**config.mk**
```make
export PLATFORM = sky130hd
export DESIGN_NAME = id_ex_stage_flat
export DESIGN_NICKNAME = d
export VERILOG_FILES = /design/src/rtl/id_ex_stage_if.sv /design/src/rtl/id_ex_stage.sv /design/src/flat_wrapper.sv
export SDC_FILE = /design/constraint.sdc
export NUM_CORES = 1
export LEC_CHECK = 0
export CAP_MARGIN = 0
export CORE_MARGIN = 5
export CORE_UTILIZATION = 41
export DETAILED_ROUTE_END_ITERATION = 8
export PLACE_DENSITY = 0.82
export SLEW_MARGIN = 20
export SYNTH_ARGS = -nofsm -noshare
export SYNTH_HDL_FRONTEND = slang
export SYNTH_SLANG_ARGS = --single-unit
```
**constraint.sdc**
```tcl
create_clock -name clk -period 2.5 [get_ports clk]
set_clock_uncertainty 0.1 [all_clocks]
set_input_delay 0.375 -clock clk [delete_from_list [all_inputs] [get_ports clk]]
set_output_delay 0.375 -clock clk [all_outputs]
set_load 0.01 [all_outputs]
```
**src/rtl/id_ex_stage_if.sv**
```systemverilog
// Bundle of the decode stage's fetch, register-file, write-back and ID/EX signals.
// The slave modport is the stage itself; master is whatever surrounds it.
interface id_ex_stage_if #(
  parameter int DATA_W = 32,
  parameter int ADDR_W = 5
);
  logic              if_valid;
  logic [31:0]       if_instr;
  logic [31:0]       if_pc;
  logic              id_stall;

  logic [ADDR_W-1:0] read_addr_1;
  logic [ADDR_W-1:0] read_addr_2;
  logic [DATA_W-1:0] data_out_1;
  logic [DATA_W-1:0] data_out_2;

  logic              wb_reg_write;
  logic [ADDR_W-1:0] wb_write_addr;
  logic [DATA_W-1:0] wb_write_data;

  logic              ex_hold;
  logic              flush;

  logic              ex_valid;
  logic [31:0]       ex_pc;
  logic [DATA_W-1:0] ex_rs_data;
  logic [DATA_W-1:0] ex_rt_data;
  logic [31:0]       ex_imm;
  logic [ADDR_W-1:0] ex_rs;
  logic [ADDR_W-1:0] ex_rt;
  logic [ADDR_W-1:0] ex_dest;
  logic [2:0]        ex_alu_op;
  logic              ex_alu_src;
  logic              ex_reg_write;
  logic              ex_mem_read;
  logic              ex_mem_write;
  logic              ex_branch;
  logic              ex_illegal;

  modport slave (
    input  if_valid, if_instr, if_pc,
    output id_stall,
    output read_addr_1, read_addr_2,
    input  data_out_1, data_out_2,
    input  wb_reg_write, wb_write_addr, wb_write_data,
    input  ex_hold, flush,
    output ex_valid, ex_pc, ex_rs_data, ex_rt_data, ex_imm,
    output ex_rs, ex_rt, ex_dest, ex_alu_op,
    output ex_alu_src, ex_reg_write, ex_mem_read, ex_mem_write, ex_branch, ex_illegal
  );

  modport master (
    output if_valid, if_instr, if_pc,
    input  id_stall,
    input  read_addr_1, read_addr_2,
    output data_out_1, data_out_2,
    output wb_reg_write, wb_write_addr, wb_write_data,
    output ex_hold, flush,
    input  ex_valid, ex_pc, ex_rs_data, ex_rt_data, ex_imm,
    input  ex_rs, ex_rt, ex_dest, ex_alu_op,
    input  ex_alu_src, ex_reg_write, ex_mem_read, ex_mem_write, ex_branch, ex_illegal
  );
endinterface

```
**src/rtl/id_ex_stage.sv**
```systemverilog
// MIPS instruction decode with write-back bypass, load-use stall detection
// and the ID/EX pipeline register.
module id_ex_stage #(
  parameter int DATA_W = 32,
  parameter int ADDR_W = 5
) (
  input  logic         clk,
  input  logic         rst_n,
  id_ex_stage_if.slave bus
);

  typedef enum logic [2:0] {
    ALU_ADD = 3'b000,
    ALU_SUB = 3'b001,
    ALU_AND = 3'b010,
    ALU_OR  = 3'b011,
    ALU_SLT = 3'b100
  } alu_op_e;

  localparam logic [5:0] OP_RTYPE = 6'h00;
  localparam logic [5:0] OP_ADDI  = 6'h08;
  localparam logic [5:0] OP_LW    = 6'h23;
  localparam logic [5:0] OP_SW    = 6'h2B;
  localparam logic [5:0] OP_BEQ   = 6'h04;

  logic [5:0]        opcode;
  logic [5:0]        funct;
  logic [ADDR_W-1:0] rs;
  logic [ADDR_W-1:0] rt;
  logic [ADDR_W-1:0] rd;
  logic [31:0]       imm;

  assign opcode = bus.if_instr[31:26];
  assign funct  = bus.if_instr[5:0];
  assign rs     = bus.if_instr[25:21];
  assign rt     = bus.if_instr[20:16];
  assign rd     = bus.if_instr[15:11];
  assign imm    = {{16{bus.if_instr[15]}}, bus.if_instr[15:0]};

  assign bus.read_addr_1 = rs;
  assign bus.read_addr_2 = rt;

  alu_op_e           dec_alu_op;
  logic              dec_alu_src;
  logic              dec_reg_write;
  logic              dec_mem_read;
  logic              dec_mem_write;
  logic              dec_branch;
  logic              dec_illegal;
  logic              dec_uses_rt;
  logic [ADDR_W-1:0] dec_dest;

  // NOTE: every output gets a default before the case so no path leaves a
  // variable unassigned, which would otherwise infer a latch.
  always_comb begin
    dec_alu_op    = ALU_ADD;
    dec_alu_src   = 1'b0;
    dec_reg_write = 1'b0;
    dec_mem_read  = 1'b0;
    dec_mem_write = 1'b0;
    dec_branch    = 1'b0;
    dec_illegal   = 1'b0;
    dec_dest      = '0;
    dec_uses_rt   = 1'b0;
    unique case (opcode)
      OP_RTYPE: begin
        dec_uses_rt = 1'b1;
        dec_dest      = rd;
        dec_reg_write = 1'b1;
        unique case (funct)
          6'h20:   dec_alu_op = ALU_ADD;
          6'h22:   dec_alu_op = ALU_SUB;
          6'h24:   dec_alu_op = ALU_AND;
          6'h25:   dec_alu_op = ALU_OR;
          6'h2A:   dec_alu_op = ALU_SLT;
          default: begin
            dec_dest      = '0;
            dec_reg_write = 1'b0;
            dec_illegal   = 1'b1;
          end
        endcase
      end
      OP_ADDI: begin
        dec_alu_src   = 1'b1;
        dec_dest      = rt;
        dec_reg_write = 1'b1;
      end
      OP_LW: begin
        dec_alu_src   = 1'b1;
        dec_dest      = rt;
        dec_reg_write = 1'b1;
        dec_mem_read  = 1'b1;
      end
      OP_SW: begin
        dec_alu_src   = 1'b1;
        dec_mem_write = 1'b1;
        dec_uses_rt   = 1'b1;
      end
      OP_BEQ: begin
        dec_alu_op  = ALU_SUB;
        dec_branch  = 1'b1;
        dec_uses_rt = 1'b1;
      end
      default: dec_illegal = 1'b1;
    endcase
  end

  // Register 0 reads as zero; a same-cycle write-back beats the stale file read.
  logic [DATA_W-1:0] rs_data;
  logic [DATA_W-1:0] rt_data;

  always_comb begin
    rs_data = bus.data_out_1;
    if (rs == '0)
      rs_data = '0;
    else if (bus.wb_reg_write && bus.wb_write_addr == rs)
      rs_data = bus.wb_write_data;
  end

  always_comb begin
    rt_data = bus.data_out_2;
    if (rt == '0)
      rt_data = '0;
    else if (bus.wb_reg_write && bus.wb_write_addr == rt)
      rt_data = bus.wb_write_data;
  end

  logic hazard;
  assign hazard = bus.ex_valid && bus.ex_mem_read && (bus.ex_dest != '0) &&
                  ((bus.ex_dest == rs) || (dec_uses_rt && bus.ex_dest == rt));

  assign bus.id_stall = bus.if_valid && !bus.flush && (hazard || bus.ex_hold);

  logic wb_hits_ex_rs;
  logic wb_hits_ex_rt;
  assign wb_hits_ex_rs = bus.wb_reg_write && (bus.wb_write_addr != '0) &&
                         (bus.wb_write_addr == bus.ex_rs);
  assign wb_hits_ex_rt = bus.wb_reg_write && (bus.wb_write_addr != '0) &&
                         (bus.wb_write_addr == bus.ex_rt);

  // NOTE: state is updated with non-blocking assignments so every register
  // samples the pre-edge values regardless of statement order.
  always_ff @(posedge clk or negedge rst_n) begin
    if (!rst_n) begin
      bus.ex_valid     <= 1'b0;
      bus.ex_pc        <= '0;
      bus.ex_rs_data   <= '0;
      bus.ex_rt_data   <= '0;
      bus.ex_imm       <= '0;
      bus.ex_rs        <= '0;
      bus.ex_rt        <= '0;
      bus.ex_dest      <= '0;
      bus.ex_alu_op    <= '0;
      bus.ex_alu_src   <= 1'b0;
      bus.ex_reg_write <= 1'b0;
      bus.ex_mem_read  <= 1'b0;
      bus.ex_mem_write <= 1'b0;
      bus.ex_branch    <= 1'b0;
      bus.ex_illegal   <= 1'b0;
    end else if (bus.flush) begin
      bus.ex_valid <= 1'b0;
    end else if (bus.ex_hold) begin
      // Held entry keeps tracking write-backs so it is not stale on release.
      if (wb_hits_ex_rs) bus.ex_rs_data <= bus.wb_write_data;
      if (wb_hits_ex_rt) bus.ex_rt_data <= bus.wb_write_data;
    end else if (hazard) begin
      bus.ex_valid <= 1'b0;
    end else begin
      bus.ex_valid     <= bus.if_valid;
      bus.ex_pc        <= bus.if_pc;
      bus.ex_rs_data   <= rs_data;
      bus.ex_rt_data   <= rt_data;
      bus.ex_imm       <= imm;
      bus.ex_rs        <= rs;
      bus.ex_rt        <= rt;
      bus.ex_dest      <= dec_dest;
      bus.ex_alu_op    <= dec_alu_op;
      bus.ex_alu_src   <= dec_alu_src;
      bus.ex_reg_write <= dec_reg_write;
      bus.ex_mem_read  <= dec_mem_read;
      bus.ex_mem_write <= dec_mem_write;
      bus.ex_branch    <= dec_branch;
      bus.ex_illegal   <= dec_illegal && bus.if_valid;
    end
  end

endmodule

```
**src/flat_wrapper.sv**
```systemverilog
// flat-port wrapper written by rule: the top's interface ports become plain ports
module id_ex_stage_flat 
#(
  parameter int DATA_W = 32,
  parameter int ADDR_W = 5
)
  (clk, rst_n, bus_if_valid, bus_if_instr, bus_if_pc, bus_id_stall, bus_read_addr_1, bus_read_addr_2, bus_data_out_1, bus_data_out_2, bus_wb_reg_write, bus_wb_write_addr, bus_wb_write_data, bus_ex_hold, bus_flush, bus_ex_valid, bus_ex_pc, bus_ex_rs_data, bus_ex_rt_data, bus_ex_imm, bus_ex_rs, bus_ex_rt, bus_ex_dest, bus_ex_alu_op, bus_ex_alu_src, bus_ex_reg_write, bus_ex_mem_read, bus_ex_mem_write, bus_ex_branch, bus_ex_illegal);
  id_ex_stage_if #(.DATA_W(DATA_W), .ADDR_W(ADDR_W)) bus_i ();
  input  logic clk;
  input  logic rst_n;
  input wire logic [$bits(bus_i.if_valid)-1:0] bus_if_valid;
  input wire logic [$bits(bus_i.if_instr)-1:0] bus_if_instr;
  input wire logic [$bits(bus_i.if_pc)-1:0] bus_if_pc;
  output wire logic [$bits(bus_i.id_stall)-1:0] bus_id_stall;
  output wire logic [$bits(bus_i.read_addr_1)-1:0] bus_read_addr_1;
  output wire logic [$bits(bus_i.read_addr_2)-1:0] bus_read_addr_2;
  input wire logic [$bits(bus_i.data_out_1)-1:0] bus_data_out_1;
  input wire logic [$bits(bus_i.data_out_2)-1:0] bus_data_out_2;
  input wire logic [$bits(bus_i.wb_reg_write)-1:0] bus_wb_reg_write;
  input wire logic [$bits(bus_i.wb_write_addr)-1:0] bus_wb_write_addr;
  input wire logic [$bits(bus_i.wb_write_data)-1:0] bus_wb_write_data;
  input wire logic [$bits(bus_i.ex_hold)-1:0] bus_ex_hold;
  input wire logic [$bits(bus_i.flush)-1:0] bus_flush;
  output wire logic [$bits(bus_i.ex_valid)-1:0] bus_ex_valid;
  output wire logic [$bits(bus_i.ex_pc)-1:0] bus_ex_pc;
  output wire logic [$bits(bus_i.ex_rs_data)-1:0] bus_ex_rs_data;
  output wire logic [$bits(bus_i.ex_rt_data)-1:0] bus_ex_rt_data;
  output wire logic [$bits(bus_i.ex_imm)-1:0] bus_ex_imm;
  output wire logic [$bits(bus_i.ex_rs)-1:0] bus_ex_rs;
  output wire logic [$bits(bus_i.ex_rt)-1:0] bus_ex_rt;
  output wire logic [$bits(bus_i.ex_dest)-1:0] bus_ex_dest;
  output wire logic [$bits(bus_i.ex_alu_op)-1:0] bus_ex_alu_op;
  output wire logic [$bits(bus_i.ex_alu_src)-1:0] bus_ex_alu_src;
  output wire logic [$bits(bus_i.ex_reg_write)-1:0] bus_ex_reg_write;
  output wire logic [$bits(bus_i.ex_mem_read)-1:0] bus_ex_mem_read;
  output wire logic [$bits(bus_i.ex_mem_write)-1:0] bus_ex_mem_write;
  output wire logic [$bits(bus_i.ex_branch)-1:0] bus_ex_branch;
  output wire logic [$bits(bus_i.ex_illegal)-1:0] bus_ex_illegal;
  assign bus_i.if_valid = bus_if_valid;
  assign bus_i.if_instr = bus_if_instr;
  assign bus_i.if_pc = bus_if_pc;
  assign bus_id_stall = bus_i.id_stall;
  assign bus_read_addr_1 = bus_i.read_addr_1;
  assign bus_read_addr_2 = bus_i.read_addr_2;
  assign bus_i.data_out_1 = bus_data_out_1;
  assign bus_i.data_out_2 = bus_data_out_2;
  assign bus_i.wb_reg_write = bus_wb_reg_write;
  assign bus_i.wb_write_addr = bus_wb_write_addr;
  assign bus_i.wb_write_data = bus_wb_write_data;
  assign bus_i.ex_hold = bus_ex_hold;
  assign bus_i.flush = bus_flush;
  assign bus_ex_valid = bus_i.ex_valid;
  assign bus_ex_pc = bus_i.ex_pc;
  assign bus_ex_rs_data = bus_i.ex_rs_data;
  assign bus_ex_rt_data = bus_i.ex_rt_data;
  assign bus_ex_imm = bus_i.ex_imm;
  assign bus_ex_rs = bus_i.ex_rs;
  assign bus_ex_rt = bus_i.ex_rt;
  assign bus_ex_dest = bus_i.ex_dest;
  assign bus_ex_alu_op = bus_i.ex_alu_op;
  assign bus_ex_alu_src = bus_i.ex_alu_src;
  assign bus_ex_reg_write = bus_i.ex_reg_write;
  assign bus_ex_mem_read = bus_i.ex_mem_read;
  assign bus_ex_mem_write = bus_i.ex_mem_write;
  assign bus_ex_branch = bus_i.ex_branch;
  assign bus_ex_illegal = bus_i.ex_illegal;
  id_ex_stage #(.DATA_W(DATA_W), .ADDR_W(ADDR_W)) u_core (.clk(clk), .rst_n(rst_n), .bus(bus_i));
endmodule
```
==> results.yml <==
run_status:
  outcome: "finished, violations left"
  violations: "negative setup slack"
sta:
  timing.setup.tns_ns: -2.447
  final_min_period_ns: 2.558
  hold_viol: 0
  max_slew.worst_pin.slew_ns: 0.5769
  max_freq_mhz: 390.9
  min_period_over_period: 1.023
  grt_setup_unrepaired: "true"
  max-slew-margin-rel: 0.6154
  setup-violations-final: 104
  layout_setup_ws_ns: -0.05812
  finalMaxSlewViolations: 0
  hold_ws_ns: 0.4020
power_and_ir_drop:
  internal-power_mw: 5.690
  total_switching_power_mw: 2.107
  switching_share: 0.2702
  fin_total_pwr_mw: 7.798
  comb_power_share: 0.299
  worst_vdd_drop_mv: 0.4477
  clock_power_share: 0.343
  sequentialPowerShare: 0.358
  power_density_nw_per_um2: 681.7
  leakagePower_nw: 4.786
floorplanning:
  design.portCount: 335
  floorplan.die.height_um: 138.1
  fp.dieArea_um2: 19080
  initial_utilization: 0.4206
  die_width_um: 138.1
  floorplan.core_area_um2: 16000
  floorplan.rows: 46
global_route:
  grt_start_max_net_pins: 61
  first_global_vias: 6414
  antenna_found_initial: 1
  global_route_wire_length_before_repair_mm: 35.87
  overflow: 0
  globalRouteTotalUtil: 0.2343
finish:
  drive_gt1_frac: 0.2770
  area_of_all_placed_cells_without_fillers_um2: 11440
  layout.core_utilization: 0.7149
  finish.cell_count_without_fillers: 1098
  final_nets: 1039
  flow.area_growth_from_synthesis_pct: 69.96
clock_network:
  clock_latency_ns: 0.41
  cts_made_buffers: 17
  cts.root.buffer_cell: "clkbuf_16"
  clk_path_buf_depth: 2
  tritoncts_clock_tree: "built"
  clk_pin_slew_worst_paths_ns: 0.06
  cts.sinks: 137
  clock_tree.htree_level_count: 4
detailed_routing:
  routed-via-count: 5801
  firstDrtPassIters: 5
  route.detailed.vias_per_inst: 5.283
  drt-wirelength-per-cell_um: 21.79
  drc_errors: 0
  ant_nets: 0
  drt-initial-drc-count: 334
  finalWirelength_mm: 23.92
placement:
  dp.cells: 1051
  placement.io_buffers: 334
  placement.setup.worst_slack_ns: -0.6025
  gpl.final_weighted_congestion: 0.8863
  dp.final_hpwl_mm: 17.36
  post_dp_cell_area_um2: 10450
logic_synthesis:
  synth_cell_type_count: 44
  synth-seq-area-share: 0.5094
  ys_dominant_reg_cell: "dfrtp_1"
  yosys-top-cells-count: "dfrtp_1, mux2_2, a22o_1"
  number_of_flip_flops_and_latches_in_the_synthesized_netlist: 137
  netlist.top_cell.by_area: "dfrtp_1"
  synth_xor_xnor_area_share: 0.03514
  postSynthCellCount: 508
  synth_area_leaders: "dfrtp_1, mux2_2, a22o_1"
  synth.avg_cell_area_um2: 13.25
  synthSimpleGateAreaFrac: 0.04778
  synth.most_common_cell: "dfrtp_1"
  synth_nets: 679
  muxShareOfSynthArea: 0.2249
  post_synthesis_compound_gate_area_fraction: 0.1181
  area_fraction_of_the_dominant_cell_type_after_synthesis: 0.5094
  syn_area_um2: 6730
  synth_top_family_by_area: "multiplexers"
  synth_edf_count: 0
  postSynth.asyncResetShare: 1.000
  yosys_warnings: 0
  synth-adder-area-share: 0
critical_path:
  critPathLaunchType: "flip-flop"
  critPathKind: "flip-flop to flip-flop"
  crit_path_top_delay_cell: "dfrtp_2"
  critical_path_required_ns: 2.69
  critical_path.most_common_cell: "buf_4"
  cp_data_arrival_time_ns: 2.75
  critical_path_buf_inv_count: 5
  cpLargestDelayFamily: "simple AND/OR/NAND/NOR gates"
  critical-path-max-stage-delay_ns: 0.48
  critical_path.cell_chain: "xor2_2 > nor4_2 > nand3_2 > buf_4 > buf_6 > buf_4 > buf_4 > nand3_4 > nand2_8 > clkbuf_16 > mux2_4"
  worst-path-max-fanout: 7
  cp-end-kind: "flip-flop"
worst_hold_path:
  hold_class: "flip-flop to flip-flop"
flow_run:
  cap_viol_max_count: 0
==> routing by layer <==
metal | global-route usage | wire [um] | up-vias
met2 | 0.4106 | 12190 | 279
met3 | 0.07276 | 1695 | 66
met5 | 0 | 0 | -
met4 | 0.1066 | 957 | 0
met1 | 0.2612 | 9076 | 2873
li1 | - | - | 2583
==> worst reg2reg max path, cell delays in order, from the launching register on <==
cell and delay, ns:
dfrtp_2 0.48, xor2_2 0.17, nor4_2 0.34, nand3_2 0.13, buf_4 0.15, buf_6 0.10, buf_4 0.12, buf_4 0.13
nand3_4 0.14, nand2_8 0.11, clkbuf_16 0.19, mux2_4 0.29
==> power groups by stage <==
| stage | Combinational (mW) | Clock (mW) | Sequential, mW |
|---|---|---|---|
| after global placement | 2.19 | 0 | 2.80 |
| final | 2.33 | 2.67 | 2.79 |
| after global routing | 2.46 | 2.81 | 2.84 |
| after floorplan | 0.735 | 0 | 2.96 |
| after detailed placement | 2.24 | 0 | 2.82 |
| after CTS | 2.27 | 2.72 | 2.79 |
==> registers in the layout, summed over array words and instances (netlist names) <==
| register | count |
|---|---|
| u_core.bus.ex_illegal | 1 |
| u_core.bus.ex_reg_write | 1 |
| u_core.bus.ex_alu_op | 3 |
| u_core.bus.ex_rs_data | 32 |
| u_core.bus.ex_pc | 32 |
| u_core.bus.ex_branch | 1 |
| u_core.bus.ex_rs | 5 |
| u_core.bus.ex_imm | 16 |
| u_core.bus.ex_mem_write | 1 |
| u_core.bus.ex_dest | 5 |
| u_core.bus.ex_mem_read | 1 |
| u_core.bus.ex_rt | 5 |
| u_core.bus.ex_alu_src | 1 |
| u_core.bus.ex_rt_data | 32 |
| u_core.bus.ex_valid | 1 |
==> final timing paths <==
| check | slack, ns | cells past startpoint | to | start |
|---|---|---|---|---|
| max reg2reg | -0.06 | 11 | u_core.bus.ex_rt_data[26] | u_core.bus.ex_dest[4] |
| min | 0.40 | 1 | u_core.bus.ex_rs_data[22] | u_core.bus.ex_rs_data[22] |
| max | -0.06 | 11 | u_core.bus.ex_rt_data[26] | u_core.bus.ex_dest[4] |
| max in group asynchronous | 1.13 | 3 | u_core.bus.ex_dest[4] | rst_n |
| min reg2reg | 0.40 | 1 | u_core.bus.ex_rs_data[22] | u_core.bus.ex_rs_data[22] |
| min in group asynchronous | 0.41 | 2 | u_core.bus.ex_imm[8] | rst_n |
==> cell usage in the layout (no fill, tap or decap), types with 3 or more instances in the layout <==
cell type          n
clkdlybuf4s50_1  330
clkbuf_16         23
buf_8              3
clkinvlp_4         3
a22o_1            65
dfrtp_1          134
buf_6              4
bufinv_16          4
dfrtp_2            3
mux2_1             4
buf_12            11
nor2_1            15
xnor2_1            7
inv_1              7
nor4_1             5
mux2_2           109
buf_4             40
a22oi_1           11
mux2_4            15
o21ai_0            3
nand2_1            5
nor3_1             5
inv_6              3
xor2_1            19
==> kinds of logic (layout without fill, tap and decap cells) <==
group                  after synthesis  in the layout
flip-flops                         137            137
buffers and inverters               64            437
AND/OR/NAND/NOR                     55             55
multiplexers                       130            130
AO/OA/AOI/OAI                       95             95
other                                0              1
XOR/XNOR                            27             27
==> area by class of cell <==
| type | instances | area (um^2) |
|---|---|---|
| Sequential cell | 137 | 3432 |
| Fill cell | 1095 | 4562 |
| Inverter | 7 | 26.28 |
| Antenna cell | 1 | 2.502 |
| Clock inverter | 14 | 196.4 |
| Timing Repair Buffer | 398 | 4096 |
| Clock buffer | 18 | 429.2 |
| Tap cell | 216 | 270.3 |
| Multi-Input combinational cell | 307 | 2985 |
==> repair_timing <==
action                     in CTS  in global routing
gates cloned                    0                  8
setup endpoints to repair     123                127
hold buffers                    1                  0
pin swaps                       6                  1
hold endpoints to repair       57                  0
buffers inserted                5                  1
resized for setup              20                 21
Note: power is estimated with default switching activity, not from simulation.
